### src/rtl/uart_tx_serializer.sv
// uart_tx_serializer
// Transmit side of the APB UART: a DEPTH-entry byte FIFO fed by the APB
// interface, drained by an 8N1 serializer. Each frame has one start bit
// (low), eight data bits sent LSB first, and one stop bit (high). A frame
// lasts exactly 10*CLKS_PER_BIT cycles. When more bytes are waiting, frames
// follow each other with no idle gap.
//
// Push handshake: tx_fifo_writeEn is the valid and !tx_fifo_Full is the
// ready. A byte is taken on every rising PCLK edge where both are high.
// If tx_fifo_writeEn is high while Full, the byte is dropped and
// tx_overflow pulses for one cycle. Full is judged before any pop in the
// same cycle, so a simultaneous pop does not rescue the byte.
module uart_tx_serializer #(
  parameter int DEPTH        = 16,
  parameter int ADDR_W       = 4,
  parameter int CLKS_PER_BIT = 868
) (
  input  logic       PCLK,
  input  logic       PRESETn,
  input  logic       tx_fifo_writeEn,
  input  logic [7:0] tx_fifo_dataIn,
  output logic       tx_fifo_Full,
  output logic       tx_fifo_Empty,
  output logic       tx_overflow,
  output logic       tx_busy,
  output logic       tx,
  output logic [1:0] dbg_state
);

  localparam int                BAUD_W     = $clog2(CLKS_PER_BIT);
  localparam logic [BAUD_W-1:0] BAUD_LAST  = BAUD_W'(CLKS_PER_BIT - 1);
  localparam logic [ADDR_W:0]   COUNT_FULL = (ADDR_W + 1)'(DEPTH);

  typedef enum logic [1:0] {
    S_IDLE  = 2'd0,
    S_START = 2'd1,
    S_DATA  = 2'd2,
    S_STOP  = 2'd3
  } state_t;

  logic [7:0]        mem [DEPTH];

  state_t            state_q,    state_d;
  logic [ADDR_W-1:0] wr_ptr_q,   wr_ptr_d;
  logic [ADDR_W-1:0] rd_ptr_q,   rd_ptr_d;
  logic [ADDR_W:0]   count_q,    count_d;
  logic [BAUD_W-1:0] baud_cnt_q, baud_cnt_d;
  logic [2:0]        bit_idx_q,  bit_idx_d;
  logic [7:0]        shift_q,    shift_d;
  logic              tx_q,       tx_d;
  logic              ovf_q,      ovf_d;

  logic              push;
  logic              pop;
  logic              baud_done;

  assign tx_fifo_Full  = (count_q == COUNT_FULL);
  assign tx_fifo_Empty = (count_q == '0);
  assign push          = tx_fifo_writeEn && !tx_fifo_Full;
  assign baud_done     = (baud_cnt_q == BAUD_LAST);

  assign tx          = tx_q;
  assign tx_overflow = ovf_q;
  assign tx_busy     = (state_q != S_IDLE);
  assign dbg_state   = state_q;

  // Serializer next state: bit timing, frame sequencing and FIFO pops.
  always_comb begin
    state_d    = state_q;
    baud_cnt_d = baud_cnt_q + 1'b1;
    bit_idx_d  = bit_idx_q;
    shift_d    = shift_q;
    pop        = 1'b0;
    case (state_q)
      S_IDLE: begin
        baud_cnt_d = '0;
        if (!tx_fifo_Empty) begin
          pop     = 1'b1;
          shift_d = mem[rd_ptr_q];
          state_d = S_START;
        end
      end
      S_START: begin
        if (baud_done) begin
          baud_cnt_d = '0;
          bit_idx_d  = '0;
          state_d    = S_DATA;
        end
      end
      S_DATA: begin
        if (baud_done) begin
          baud_cnt_d = '0;
          shift_d    = {1'b0, shift_q[7:1]};
          bit_idx_d  = bit_idx_q + 1'b1;
          if (bit_idx_q == 3'd7) begin
            state_d = S_STOP;
          end
        end
      end
      S_STOP: begin
        if (baud_done) begin
          baud_cnt_d = '0;
          // A waiting byte starts its frame right after this stop bit.
          if (!tx_fifo_Empty) begin
            pop     = 1'b1;
            shift_d = mem[rd_ptr_q];
            state_d = S_START;
          end else begin
            state_d = S_IDLE;
          end
        end
      end
      default: begin
        state_d = S_IDLE;
      end
    endcase
  end

  // FIFO bookkeeping, overflow flag and the registered line level.
  always_comb begin
    wr_ptr_d = wr_ptr_q;
    rd_ptr_d = rd_ptr_q;
    count_d  = count_q;
    if (push) begin
      wr_ptr_d = wr_ptr_q + 1'b1;
    end
    if (pop) begin
      rd_ptr_d = rd_ptr_q + 1'b1;
    end
    case ({push, pop})
      2'b10:   count_d = count_q + 1'b1;
      2'b01:   count_d = count_q - 1'b1;
      default: count_d = count_q;
    endcase
    ovf_d = tx_fifo_writeEn && tx_fifo_Full;
    // The line level follows the next state, so the start bit appears
    // on the cycle right after the pop.
    case (state_d)
      S_START: tx_d = 1'b0;
      S_DATA:  tx_d = shift_d[0];
      default: tx_d = 1'b1;
    endcase
  end

  // All control state. Reset aborts any frame and empties the FIFO.
  always_ff @(posedge PCLK or posedge PRESETn) begin
    if (PRESETn) begin
      state_q    <= S_IDLE;
      wr_ptr_q   <= '0;
      rd_ptr_q   <= '0;
      count_q    <= '0;
      baud_cnt_q <= '0;
      bit_idx_q  <= '0;
      shift_q    <= '0;
      tx_q       <= 1'b1;
      ovf_q      <= 1'b0;
    end else begin
      state_q    <= state_d;
      wr_ptr_q   <= wr_ptr_d;
      rd_ptr_q   <= rd_ptr_d;
      count_q    <= count_d;
      baud_cnt_q <= baud_cnt_d;
      bit_idx_q  <= bit_idx_d;
      shift_q    <= shift_d;
      tx_q       <= tx_d;
      ovf_q      <= ovf_d;
    end
  end

  // FIFO storage; its contents are not cleared by reset.
  always_ff @(posedge PCLK) begin
    if (push) begin
      mem[wr_ptr_q] <= tx_fifo_dataIn;
    end
  end

endmodule

### config.mk
export PLATFORM = sky130hd
export DESIGN_NAME = uart_tx_serializer
export DESIGN_NICKNAME = d
export VERILOG_FILES = /design/src/rtl/uart_tx_serializer.sv
export SDC_FILE = /design/constraint.sdc
export NUM_CORES = 1
export LEC_CHECK = 0
export ABC_AREA = 0
export ABC_CLOCK_PERIOD_IN_PS = 5300
export CAP_MARGIN = 40
export CORE_UTILIZATION = 47
export DETAILED_ROUTE_END_ITERATION = 16
export SYNTH_ARGS = -nofsm -noshare
export SYNTH_HDL_FRONTEND = slang
export SYNTH_SLANG_ARGS = --single-unit
### constraint.sdc
create_clock -name PCLK -period 5.3 [get_ports PCLK]
set_input_delay 0.53 -clock PCLK [delete_from_list [all_inputs] [get_ports PCLK]]
set_output_delay 0.53 -clock PCLK [all_outputs]
set_load 0.02 [all_outputs]
After elaboration in Yosys (flattened, before gate mapping)
Memory sizes are Yosys's and may differ from the RTL's.
Cells that the tools add are included.
{"block": "word_totals", "input_bits": 11, "n_memories": 1, "ff_bits": 38, "output_inout_bits": 7, "ram_bits": 128, "elab_cells": 65}
{"name": "mem", "depth": 16, "width": 8, "read_ports": 1, "rd_clocked_by_memory_dff": 0, "write_ports": 1, "line": "41", "text": "logic [7:0] mem [DEPTH];"}
{"block": "classes", "muxes": 23, "add_sub_neg": 6, "eq_ne": 13, "reduce_logical": 12}
{"cell": "two-way mux 8 bit", "count": 3}
{"cell": "one-hot mux 8 bit (3 select lines)", "count": 1}
{"cell": "one-hot mux 10 bit (2 select lines)", "count": 1}
{"cell": "adder 10 x 1 -> 10 bit (second input constant)", "count": 1}
{"cell": "== test 10 bit (second input constant)", "count": 1}
{"cell": "two-way mux 10 bit", "count": 1}
{"cell": "two-way mux 2 bit", "count": 5}
{"cell": "one-hot mux 5 bit (2 select lines)", "count": 1}
{"cell": "adder 4 x 1 -> 4 bit (second input constant)", "count": 2}
{"cell": "== test 2 bit (second input constant)", "count": 4}
{"cell": "one-hot mux 2 bit (4 select lines)", "count": 1}
{"cell": "== test 2 x 1 -> 1 bit (second input constant)", "count": 3}
{"cell": "two-way mux 3 bit", "count": 2}
{"cell": "!= test 2 bit (second input constant)", "count": 3}
{"cell": "one-hot mux 3 bit (2 select lines)", "count": 1}
{"cell": "AND reduction 3 bit", "count": 2}
{"cell": "nonzero test 2 bit", "count": 3}
{"cell": "adder 5 x 1 -> 5 bit (second input constant)", "count": 1}
{"cell": "== test 5 bit (second input constant)", "count": 1}
{"cell": "zero test 5 bit", "count": 1}
{"cell": "two-way mux 1 bit", "count": 5}
{"cell": "subtractor 5 x 1 -> 5 bit (second input constant)", "count": 1}
{"cell": "one-hot mux 1 bit (2 select lines)", "count": 2}
{"cell": "adder 3 x 1 -> 3 bit (second input constant)", "count": 1}
{"cell": "other kinds (6)", "count": 7}

Longest topological paths before layout
{"block": "depth", "depth_word": 6, "mapped_depth": 13, "mapped_depth_nobuf": 12}

Least setup slack after synthesis
OpenSTA, ideal clock, no wires.
{"block": "synth_path", "kind": "reg2reg", "start": "reg baud_cnt_q[0]", "end": "reg count_q[4]", "path_buffers": 0, "t_required_ps": 5221, "setup_slack_ps": 2376, "period_less_slack_ps": 2924, "arrival_ps": 2845, "setup_time_ps": 79, "path_stages_with_launch": 13, "cell_sequence": "dfrtp_1 -> ha_1 -> nor4b_4 -> a41oi_1 -> nor3_2 -> ha_1 -> inv_1 -> fa_1 -> nor2b_1 -> o21ai_0 -> and3_1 -> nor3_1 -> xor2_1"}
{"block": "synth_via", "elab_chain_cells": 5, "word_cells_on_any_way": 7, "classes_between": "eq/ne (3); mux (3); reduce/logical (1)"}
{"item": "from (decl)", "line": "47", "text": "logic [BAUD_W-1:0] baud_cnt_q, baud_cnt_d;"}
{"item": "from (signal assigned)", "line": "162", "text": "baud_cnt_q <= baud_cnt_d;"}
{"item": "== test 10 bit *", "line": "60", "text": "assign baud_done = (baud_cnt_q == BAUD_LAST);"}
{"item": "two-way mux 1 bit *", "line": "101", "text": "if (baud_done) begin"}
{"item": "one-hot mux 1 bit (2 select lines) *", "line": "74", "text": "case (state_q)"}
{"item": "via pop", "line": "54", "text": "logic pop;"}
{"item": "== test 2 x 1 -> 1 bit or == test 2 bit (tied branches)", "line": "130", "text": "case ({push, pop})"}
{"item": "one-hot mux 5 bit (2 select lines) or nonzero test 2 bit (tied branches)"}
{"item": "to (signal assigned)", "line": "161", "text": "count_q <= count_d;"}
{"item": "to (decl)", "line": "46", "text": "logic [ADDR_W:0] count_q, count_d;"}
The timed path passes the listed nets; every way through them passes the cells marked *.
A chain may end at the register's enable or synchronous reset.

Worst setup path after layout
Ends and elaborated chain as after synthesis.

==> key figures <==
Pwr
  • Maximum vdd drop: 0.000258 V
  • Sequential Power Share: 50.8%
  • Clk network pwr share: 38.1%
  • Logic pwr share: 11.1%
  • Switching part of the total power: 24.9%
  • Total power divided by cell area: 387 nW/um^2
  • Psw: 0.000787 W
  • Static leakage: 2.94 nW
  • Pint: 0.00238 W

GRT
  • First-pass GRT wire length: 21700 um
  • Largest net degree at the start of global routing: 39
  • Vias in the first global route: 3825
  • Total global routing overflow: 0
  • Antenna violations before repair: 0
  • GRT Resource Usage Total: 19.1%

Hold path
  • WHS Path Cells: 1
  • Hold Crit Endpoint: baud_cnt_q[0]
  • Hold Crit Start: baud_cnt_q[0]
  • Hold Path Class: flip-flop to flip-flop

Setup path
  • R2R depth: 12
  • CP required: 5.64 ns
  • Setup CP Type: flip-flop to flip-flop
  • Worst Path Arrival: 3.71 ns
  • CP Capture Type: flip-flop
  • FF-to-FF setup slack: 1.93 ns
  • R2R Path End: count_q[4]
  • Worst R2R Start: baud_cnt_q[0]
  • Startpoint type of the worst setup path: flip-flop
  • CP Max Fanout: 7

Clock tree
  • Root buffer cell: clkbuf_16
  • Post-CTS Resized: 0
  • Worst skew pair latency: 0.43 ns
  • Post-CTS Repair Setup Buffers: 0
  • Clock Path Buffers: 2
  • Worst-path clk slew: 0.06 ns
  • CTS buffer count: 17
  • Hold Buf Count CTS: 0
  • Clock H-tree levels: 4
  • Clock sinks: 166
  • TritonCTS clock tree: built

Timing
  • Final Max Slew Viols: 0
  • Fmax: 296 MHz
  • RSZ-0062 raised after global routing: no
  • Slew HR: 45.0%
  • Final Cycle Share: 63.7%
  • Worst-Margin Slew: 0.825 ns
  • Hold Vio Cnt, Final: 0
  • # setup viols final: 0
  • Clock skew: 0.0133 ns
  • Setup TNS: 0 ns
  • Post-route setup slack: 1.93 ns
  • Post-layout min period: 3.37 ns
  • Hold Slack: 0.493 ns

Synthesis
  • Mapped Cells: 411
  • EDFF count, synth: 128
  • Synthesized area: 7130 um^2
  • Syn Nets: 440
  • Register area share after synthesis: 67.2%
  • Synth cell types: 55
  • Mean Syn Cell Area: 17.4 um^2
  • Async S/R FF share, synth: 22.9%
  • #FFs+latches synth: 166
  • YS warnings: 0
  • Ys flop type: edfxtp_1

Placement
  • Pre-CTS WS: 1.99 ns
  • Dpl cells: 613
  • Post-DP HPWL: 9140 um
  • Gpl congestion: 0.852
  • I/O Buffers: 17

Finish
  • Fillers: 1139
  • Final Net Count: 478
  • Ratio of cells with drive above 1 in the final layout: 18.0%
  • Area occupied by multi-input gates: 2180 um^2
  • Commonest cells after routing, fill and taps aside: edfxtp_1, dfrtp_1, nor2_1
  • Post-Layout Cell Count: 646
  • Antenna fix cells: 0
  • Final Util: 55.9%
  • Reg area: 4800 um^2
  • Area grow syn2layout: 14.8%
  • Commonest non-fill, non-tap cell in the layout: edfxtp_1

Die
  • Die Height: 125 um
  • Core area: 14600 um^2
  • Starting Density: 48.7%
  • Die X: 125 um
  • Boundary Pins: 18
  • Die area: 15700 um^2
  • Row count: 44

Drt
  • Routed Antenna Nets: 0
  • DR pass1 iterations: 10
  • DR WL/cell: 21.3 um
  • Initial drt markers: 226
  • Via Count: 3725
  • Drt total wl: 13700 um
  • Drc violations: 0
  • Via-to-Cell Ratio: 5.77

Job
  • Number of max-cap violations: 0

Status
  • Status: finished clean
-- through the flow --
stage          instance area, um^2  total power (W)
2_1_floorplan                 7130          0.00183
3_3_place_gp                  7460          0.00194
3_5_place_dp                  7610          0.00199
4_1_cts                       8190          0.00320
5_1_grt                       8190          0.00330
6_report                      8190          0.00317
-- synth_stat cells, types with 3 or more instances --
| master | n | share of area, % |
|---|---|---|
| a21oi_1 | 3 | 0.21 |
| a221o_1 | 6 | 0.84 |
| and3_1 | 5 | 0.44 |
| clkbuf_1 | 10 | 0.53 |
| dfrtp_1 | 37 | 13 |
| edfxtp_1 | 128 | 54 |
| ha_1 | 17 | 3.0 |
| inv_1 | 14 | 0.74 |
| mux2_2 | 3 | 0.47 |
| mux2i_1 | 6 | 0.84 |
| mux4_1 | 17 | 6.3 |
| mux4_2 | 19 | 6.0 |
| nand2_1 | 17 | 0.89 |
| nand2b_1 | 3 | 0.26 |
| nand3_1 | 5 | 0.35 |
| nand4_1 | 4 | 0.35 |
| nor2_1 | 24 | 1.3 |
| nor2b_1 | 10 | 0.88 |
| nor3_1 | 8 | 0.56 |
| nor4_1 | 3 | 0.26 |
| o21ai_0 | 9 | 0.63 |
| xnor2_1 | 10 | 1.2 |
| xor2_1 | 8 | 0.98 |
-- per-layer routing --
layer | GRT usage, % | part of all wire [%] | up-vias
met1 | 25.9 | 46 | 1949
li1 | - | - | 1706
met4 | 5.74 | 0.93 | 0
met5 | 0 | 0 | -
met2 | 30.8 | 50 | 61
met3 | 4.71 | 3.3 | 9
-- worst max-delay path by stage --
stage	start	to	slack, ns	depth (start not counted)
detailed placement	baud_cnt_q[0]	count_q[4]	1.99	12
finish	baud_cnt_q[0]	count_q[4]	1.93	12
floorplan	baud_cnt_q[0]	count_q[4]	2.38	12
CTS	baud_cnt_q[0]	count_q[4]	1.96	12
global placement	baud_cnt_q[0]	count_q[4]	2.12	12
global route	baud_cnt_q[0]	count_q[4]	1.61	12
-- logic make-up (layout without fill, tap and decap cells) --
| family | count (synthesis) | in the layout | synth area share, % |
|---|---|---|---|
| DFF | 166 | 166 | 67.2 |
| adders and majority gates | 18 | 18 | 3.26 |
| AOI/OAI and AO/OA | 38 | 38 | 4.05 |
| muxes | 45 | 45 | 13.6 |
| and+or+nand+nor | 94 | 94 | 7.28 |
| xor gates and xnor gates | 18 | 18 | 2.21 |
| buffers and inverters | 32 | 83 | 2.39 |
-- state kept, by name, summed over array words and instances (netlist names) --
register and flops:
tx_overflow 1, mem 128, rd_ptr_q 4, count_q 5
tx 1, shift_q 8, dbg_state 2, baud_cnt_q 10
bit_idx_q 3, wr_ptr_q 4
-- area by class of cell --
cell class	instances	share of cell area, %
sequential	166	58.6
multi-input combinational	213	26.6
clock buffer	20	5.33
timing repair buffer	37	4.35
tap	184	2.81
clock inverter	12	1.70
inverter	14	0.642
-- power groups by stage --
stage	combinational [W]	clock, W	sequential (W)
after floorplan	0.000226	0	0.00160
after global placement	0.000313	0	0.00163
after detailed placement	0.000355	0	0.00163
after global routing	0.000391	0.00128	0.00163
final	0.000351	0.00121	0.00161
after CTS	0.000359	0.00123	0.00161
-- worst max-delay path, cell delays in order (launching register included) --
cell     delay [ns]
dfrtp_1        0.39
ha_1           0.23
nor4b_4        0.38
a41oi_1        0.34
nor3_2         0.40
ha_1           0.31
inv_1          0.10
fa_1           0.41
nor2b_1        0.12
o21ai_0        0.10
and3_1         0.19
nor3_1         0.17
xor2_1         0.16
No activity file was read; power rests on OpenSTA's default activity.
